## src/rtl/mul_seq_param.sv

```systemverilog
// ---------------------------------------------------------------------------
// mul_seq_param
//
// Purpose:
//   Sequential shift-and-add multiplier that processes BPC multiplier bits
//   per clock. An operation takes N = WIDTH/BPC cycles in WORK, then returns
//   to IDLE and loads the product into y_bo. Operands can be treated as
//   unsigned or two's complement. In signed mode the datapath works on
//   magnitudes, and the product is negated once at the end.
//
// Parameters:
//   WIDTH   operand width in bits (4..32)
//   BPC     multiplier bits consumed per cycle (1, 2 or 4); divides WIDTH
//
// Ports:
//   clk_i     input   1        single clock, rising edge
//   rst_ni    input   1        synchronous active-low reset
//   start_i   input   1        begin a multiply (sampled only in IDLE)
//   signed_i  input   1        1 = two's complement operands, 0 = unsigned
//   a_bi      input   WIDTH    multiplicand, captured with start_i
//   b_bi      input   WIDTH    multiplier, captured with start_i
//   busy_o    output  1        high while the FSM is in WORK
//   done_o    output  1        one-cycle pulse when y_bo holds a new result
//   y_bo      output  2*WIDTH  registered product of the last completed op
// ---------------------------------------------------------------------------
module mul_seq_param #(
  parameter int WIDTH = 8,
  parameter int BPC   = 1
) (
  input  logic               clk_i,
  input  logic               rst_ni,
  input  logic               start_i,
  input  logic               signed_i,
  input  logic [WIDTH-1:0]   a_bi,
  input  logic [WIDTH-1:0]   b_bi,
  output logic               busy_o,
  output logic               done_o,
  output logic [2*WIDTH-1:0] y_bo
);

  localparam int N  = WIDTH / BPC;
  localparam int CW = (N > 1) ? $clog2(N) : 1;
  // The bit offset ctr*BPC never exceeds WIDTH-BPC. Two bits beyond the
  // counter width are enough to hold it for every legal BPC value.
  localparam int OW = CW + 2;
  localparam int PW = 2 * WIDTH;

  // Reject illegal parameter combinations at elaboration time.
  if (WIDTH < 4 || WIDTH > 32) begin : g_bad_width
    $error("mul_seq_param: WIDTH must be in 4..32");
  end
  if (!(BPC == 1 || BPC == 2 || BPC == 4) || (WIDTH % BPC) != 0) begin : g_bad_bpc
    $error("mul_seq_param: BPC must be 1, 2 or 4 and divide WIDTH");
  end

  typedef enum logic {
    IDLE = 1'b0,
    WORK = 1'b1
  } state_t;

  state_t          state_q,  state_d;
  logic [WIDTH-1:0] a_mag_q, a_mag_d;
  logic [WIDTH-1:0] b_mag_q, b_mag_d;
  logic            neg_q,    neg_d;
  logic [PW-1:0]   acc_q,    acc_d;
  logic [CW-1:0]   ctr_q,    ctr_d;
  logic [PW-1:0]   y_q,      y_d;
  logic            done_q,   done_d;

  // Datapath helpers for the current step.
  logic [WIDTH-1:0] a_abs;
  logic [WIDTH-1:0] b_abs;
  logic [OW-1:0]    bit_base;
  logic [BPC-1:0]   digit;
  logic [PW-1:0]    addend;
  logic [PW-1:0]    sum;
  logic             last_step;

  // Operand magnitudes. Negating the most negative value wraps to itself,
  // and that bit pattern reads as 2^(WIDTH-1) when taken as unsigned,
  // which is the required magnitude.
  always_comb begin
    a_abs = a_bi;
    b_abs = b_bi;
    if (signed_i && a_bi[WIDTH-1]) begin
      a_abs = -a_bi;
    end
    if (signed_i && b_bi[WIDTH-1]) begin
      b_abs = -b_bi;
    end
  end

  // One partial product per cycle: a_mag times the current BPC-bit digit
  // of b_mag, shifted into place by the digit position.
  always_comb begin
    bit_base  = OW'(ctr_q) * OW'(BPC);
    digit     = b_mag_q[bit_base +: BPC];
    addend    = (PW'(a_mag_q) * PW'(digit)) << bit_base;
    sum       = acc_q + addend;
    last_step = (ctr_q == CW'(N - 1));
  end

  // Next-state and register updates for both FSM states.
  always_comb begin
    state_d = state_q;
    a_mag_d = a_mag_q;
    b_mag_d = b_mag_q;
    neg_d   = neg_q;
    acc_d   = acc_q;
    ctr_d   = ctr_q;
    y_d     = y_q;
    done_d  = 1'b0;

    case (state_q)
      IDLE: begin
        if (start_i) begin
          state_d = WORK;
          a_mag_d = a_abs;
          b_mag_d = b_abs;
          neg_d   = signed_i & (a_bi[WIDTH-1] ^ b_bi[WIDTH-1]);
          acc_d   = '0;
          ctr_d   = '0;
        end
      end
      WORK: begin
        acc_d = sum;
        ctr_d = ctr_q + CW'(1);
        if (last_step) begin
          state_d = IDLE;
          ctr_d   = '0;
          y_d     = neg_q ? -sum : sum;
          done_d  = 1'b1;
        end
      end
      default: begin
        state_d = IDLE;
      end
    endcase
  end

  // State register. Reset wins over everything, including a pending start.
  always_ff @(posedge clk_i) begin
    if (!rst_ni) begin
      state_q <= IDLE;
      a_mag_q <= '0;
      b_mag_q <= '0;
      neg_q   <= 1'b0;
      acc_q   <= '0;
      ctr_q   <= '0;
      y_q     <= '0;
      done_q  <= 1'b0;
    end else begin
      state_q <= state_d;
      a_mag_q <= a_mag_d;
      b_mag_q <= b_mag_d;
      neg_q   <= neg_d;
      acc_q   <= acc_d;
      ctr_q   <= ctr_d;
      y_q     <= y_d;
      done_q  <= done_d;
    end
  end

  assign busy_o = (state_q == WORK);
  assign done_o = done_q;
  assign y_bo   = y_q;

endmodule
```

## config.mk

```make
export PLATFORM = sky130hd
export DESIGN_NAME = mul_seq_param
export DESIGN_NICKNAME = d
export VERILOG_FILES = /design/src/rtl/mul_seq_param.sv
export SDC_FILE = /design/constraint.sdc
export NUM_CORES = 1
export LEC_CHECK = 0
export BUFFER_PORTS_ARGS = -buffer_cell sky130_fd_sc_hd__clkbuf_2
export CAP_MARGIN = 10
export CORE_MARGIN = 3
export CORE_UTILIZATION = 40
export CTS_CLUSTER_SIZE = 28
export DETAILED_ROUTE_END_ITERATION = 8
export PLACE_DENSITY = 0.69
export RECOVER_POWER = 25
export SKIP_LAST_GASP = 1
export SLEW_MARGIN = 5
export SYNTH_ARGS = -nofsm -noshare
export SYNTH_HDL_FRONTEND = slang
export SYNTH_SLANG_ARGS = --single-unit
```

## constraint.sdc

```tcl
create_clock -name clk_i -period 3.8 [get_ports clk_i]
set_input_delay 0.76 -clock clk_i [delete_from_list [all_inputs] [get_ports clk_i]]
set_output_delay 0.76 -clock clk_i [all_outputs]
set_load 0.005 [all_outputs]
```

==> results.yml <==
worst_setup_path:
  r2r_slack_ns: 0.18
  start_kind: "flip-flop"
  cp-end-kind: "flip-flop"
  slowest_delay_ns: 0.54
  crit_required_ns: 3.98
  cp_top_family: "compound AO/OA/AOI/OAI gates"
  critical_path_buf_inv_count: 0
  cp_slowest_cell: "mux4_2"
  path_class: "reg2reg"
  path_cells: "mux4_2 -> nand2_1 -> nor3_1 -> fa_1 -> a211oi_2 -> nor2_1 -> xor2_1 -> or3_1 -> o41ai_1 -> xor2_1 -> o21ai_0"
  path_common_cell: "xor2_1"
  arrival_ns: 3.80
  setup.worst_path.start: "ctr_q[0]"
  reg2reg_from: "ctr_q[0]"
  crit_path_max_fanout: 7
yosys:
  synth-simple-area-share: 0.274
  synth_cell_types: 65
  synth_area_per_cell_sq_um: 7.94
  synth-seq-cells: 54
  synth-compound-area-share: 0.239
  synth_nets: 542
  synth_flop_cell: "dfxtp_1"
  synth_edf_count: 0
  synth_cells: 500
  synthAdderAreaFrac: 0.0712
  ys_seq_area_frac: 0.272
  ys.warnings.count: 0
  synth_area_sq_um: 3970
  muxShareOfSynthArea: 0.0454
  synth_top_family_by_area: "simple AND/OR/NAND/NOR gates"
  async_reset_ff_frac: 0
  synthXorXnorAreaFrac: 0.0552
floorplanning:
  rows: 35
  initial_utilization: 0.420
  die_w_um: 106
  fp.dieH_um: 106
  coreArea_sq_um: 9460
  die_area_sq_um: 11200
  ios: 38
grt:
  antenna_found_initial: 0
  grt_max_degree: 41
  track_usage: 0.170
  overflow: 0
  grt_pass1_vias: 3477
  grt_pass1_wl_mm: 16.0
routing:
  wl_per_cell_um: 14.1
  routed_wl_mm: 9.26
  ant_nets: 0
  drc_errors: 0
  vias: 3689
  drtIter0Drc: 214
  first_pass_iters: 5
  viasPerCell: 5.61
timing:
  tightestPinTransition_ns: 1.05
  timing.setup.tns_ns: 0
  slew-limit-headroom: 0.301
  grt_setup_unrepaired: "yes"
  max_freq_mhz: 276
  fin_crit_sh: 0.953
  maxSlewViolCount: 0
  layout_min_cycle_time_ns: 3.62
  final.setup_skew_ns: 0.00856
  hold_violations: 0
  finalSetupViolations: 0
clocking:
  cts_root_buf: "clkbuf_8"
  clock_latency_ns: 0.31
  clkTransAtPathRegs_ns: 0.11
  post_cts_buffers: 0
  clock_path_buffers: 2
  cts.sinks: 54
  h-tree-depth: 2
  cts_buffers: 5
  cts_tree: "yes"
cells_and_area:
  drive_gt1_frac: 0.155
  syn_to_final_growth_pct: 11.9
  antenna_cells: 0
  final_common_cell: "dfxtp_1"
  layoutNonFillerInstCount: 658
  n_fill_cell: 961
  num-nets-final: 570
  final_cell_mix: "dfxtp_1, nand2_1, a21oi_1"
place:
  dp.cells: 650
  routabilityCongestion: 0.897
  io_buffers: 37
  dp_hpwl_mm: 7.21
pwr:
  p_leak_nw: 1.89
  ir_worst_vdd_mv: 0.145
  powerDensity_nw_per_um2: 250
worst_hold_path:
  min_path_type: "reg2reg"
  min_from: "y_bo[10]"
run:
  maxCapViolations: 0
outcome:
  status: "finished, final reports clean"
## flip-flops by register name, indices dropped and copies added, names as in the netlist
register / count
a_mag_q: 8
neg_q: 1
y_bo: 16
acc_q: 16
ctr_q: 3
busy_o: 1
b_mag_q: 8
done_o: 1
## through the flow
stage                     hold slack [ns]  utilization  worst slack (ns)  power [mW]  area [sq um]
after floorplan                     0.444            -             0.148       0.731          3970
after global placement              0.435        0.454             0.150       0.776          4300
after detailed placement            0.446        0.454            0.0483       0.781          4300
after CTS                           0.466        0.464            0.0478        1.12          4390
after global routing                0.495        0.470           -0.0484        1.17          4440
final                               0.461        0.470             0.180        1.11          4440
## per-layer routing
metal  share of wire  global-route usage  wire length (um)
met1            0.47               0.223              4350
met2            0.47               0.296              4360
met3           0.048              0.0220               440
met4           0.012              0.0379               108
met5               0                   0                 0
## tightest hold or removal path: stages (launching register included)
cell and delay [ns]:
dfxtp_1 0.33, nand2_1 0.05, o21ai_1 0.05
## cell usage after synthesis, types with 4 or more instances
library cell | instances | share of area
clkbuf_1 | 26 | 0.025
xor2_1 | 18 | 0.040
o211a_1 | 14 | 0.035
mux2i_1 | 9 | 0.023
and3_1 | 9 | 0.014
nor2b_1 | 24 | 0.038
a21oi_1 | 39 | 0.049
nor4_1 | 4 | 0.0063
or3_1 | 11 | 0.017
inv_1 | 16 | 0.015
o31ai_1 | 4 | 0.0076
o211ai_1 | 5 | 0.0095
dfxtp_1 | 54 | 0.27
nand2_1 | 49 | 0.046
nand3_1 | 24 | 0.030
a211o_1 | 4 | 0.0088
nor3_1 | 11 | 0.014
nor3b_1 | 20 | 0.038
a21boi_0 | 5 | 0.0095
ha_1 | 21 | 0.066
o21ai_0 | 26 | 0.033
nor2_1 | 34 | 0.032
mux2_2 | 4 | 0.011
xnor2_1 | 7 | 0.015
## path summary, 6_finish.rpt
check             endpoint  cells past startpoint
setup reg to reg   y_bo[8]                     11
hold / removal    y_bo[10]                      2
setup / recovery   y_bo[8]                     11
hold reg to reg   y_bo[10]                      2
## layout make-up
| cell class | instances | area, sq um | share of cell area |
|---|---|---|---|
| multi-input combinational | 401 | 2770 | 0.623 |
| inverter | 17 | 63.8 | 0.0144 |
| timing repair buffer | 49 | 270 | 0.0608 |
| clock inverter | 3 | 22.5 | 0.00507 |
| tap | 129 | 161 | 0.0363 |
| clock buffer | 5 | 68.8 | 0.0155 |
| sequential | 54 | 1090 | 0.244 |
## timing repair
| item | CTS | global route |
|---|---|---|
| hold buffers | 0 | 0 |
| setup endpoints to repair | 0 | 14 |
| resized for setup | 0 | 13 |
## cells by family (layout without fill, tap and decap cells)
family,after synthesis,count (layout)
adder cells (fa/ha/maj),22,22
XOR/XNOR,25,25
buffers and inverters,45,74
AO/OA/AOI/OAI,133,133
multiplexers,15,15
flip-flops,54,54
AND/OR/NAND/NOR,206,206
## where the power goes
part / switching [mW] / internal (mW)
clock network: 0.204 / 0.134
registers: 0.0167 / 0.581
logic: 0.105 / 0.0707
Note: power is estimated with default switching activity, not from simulation.
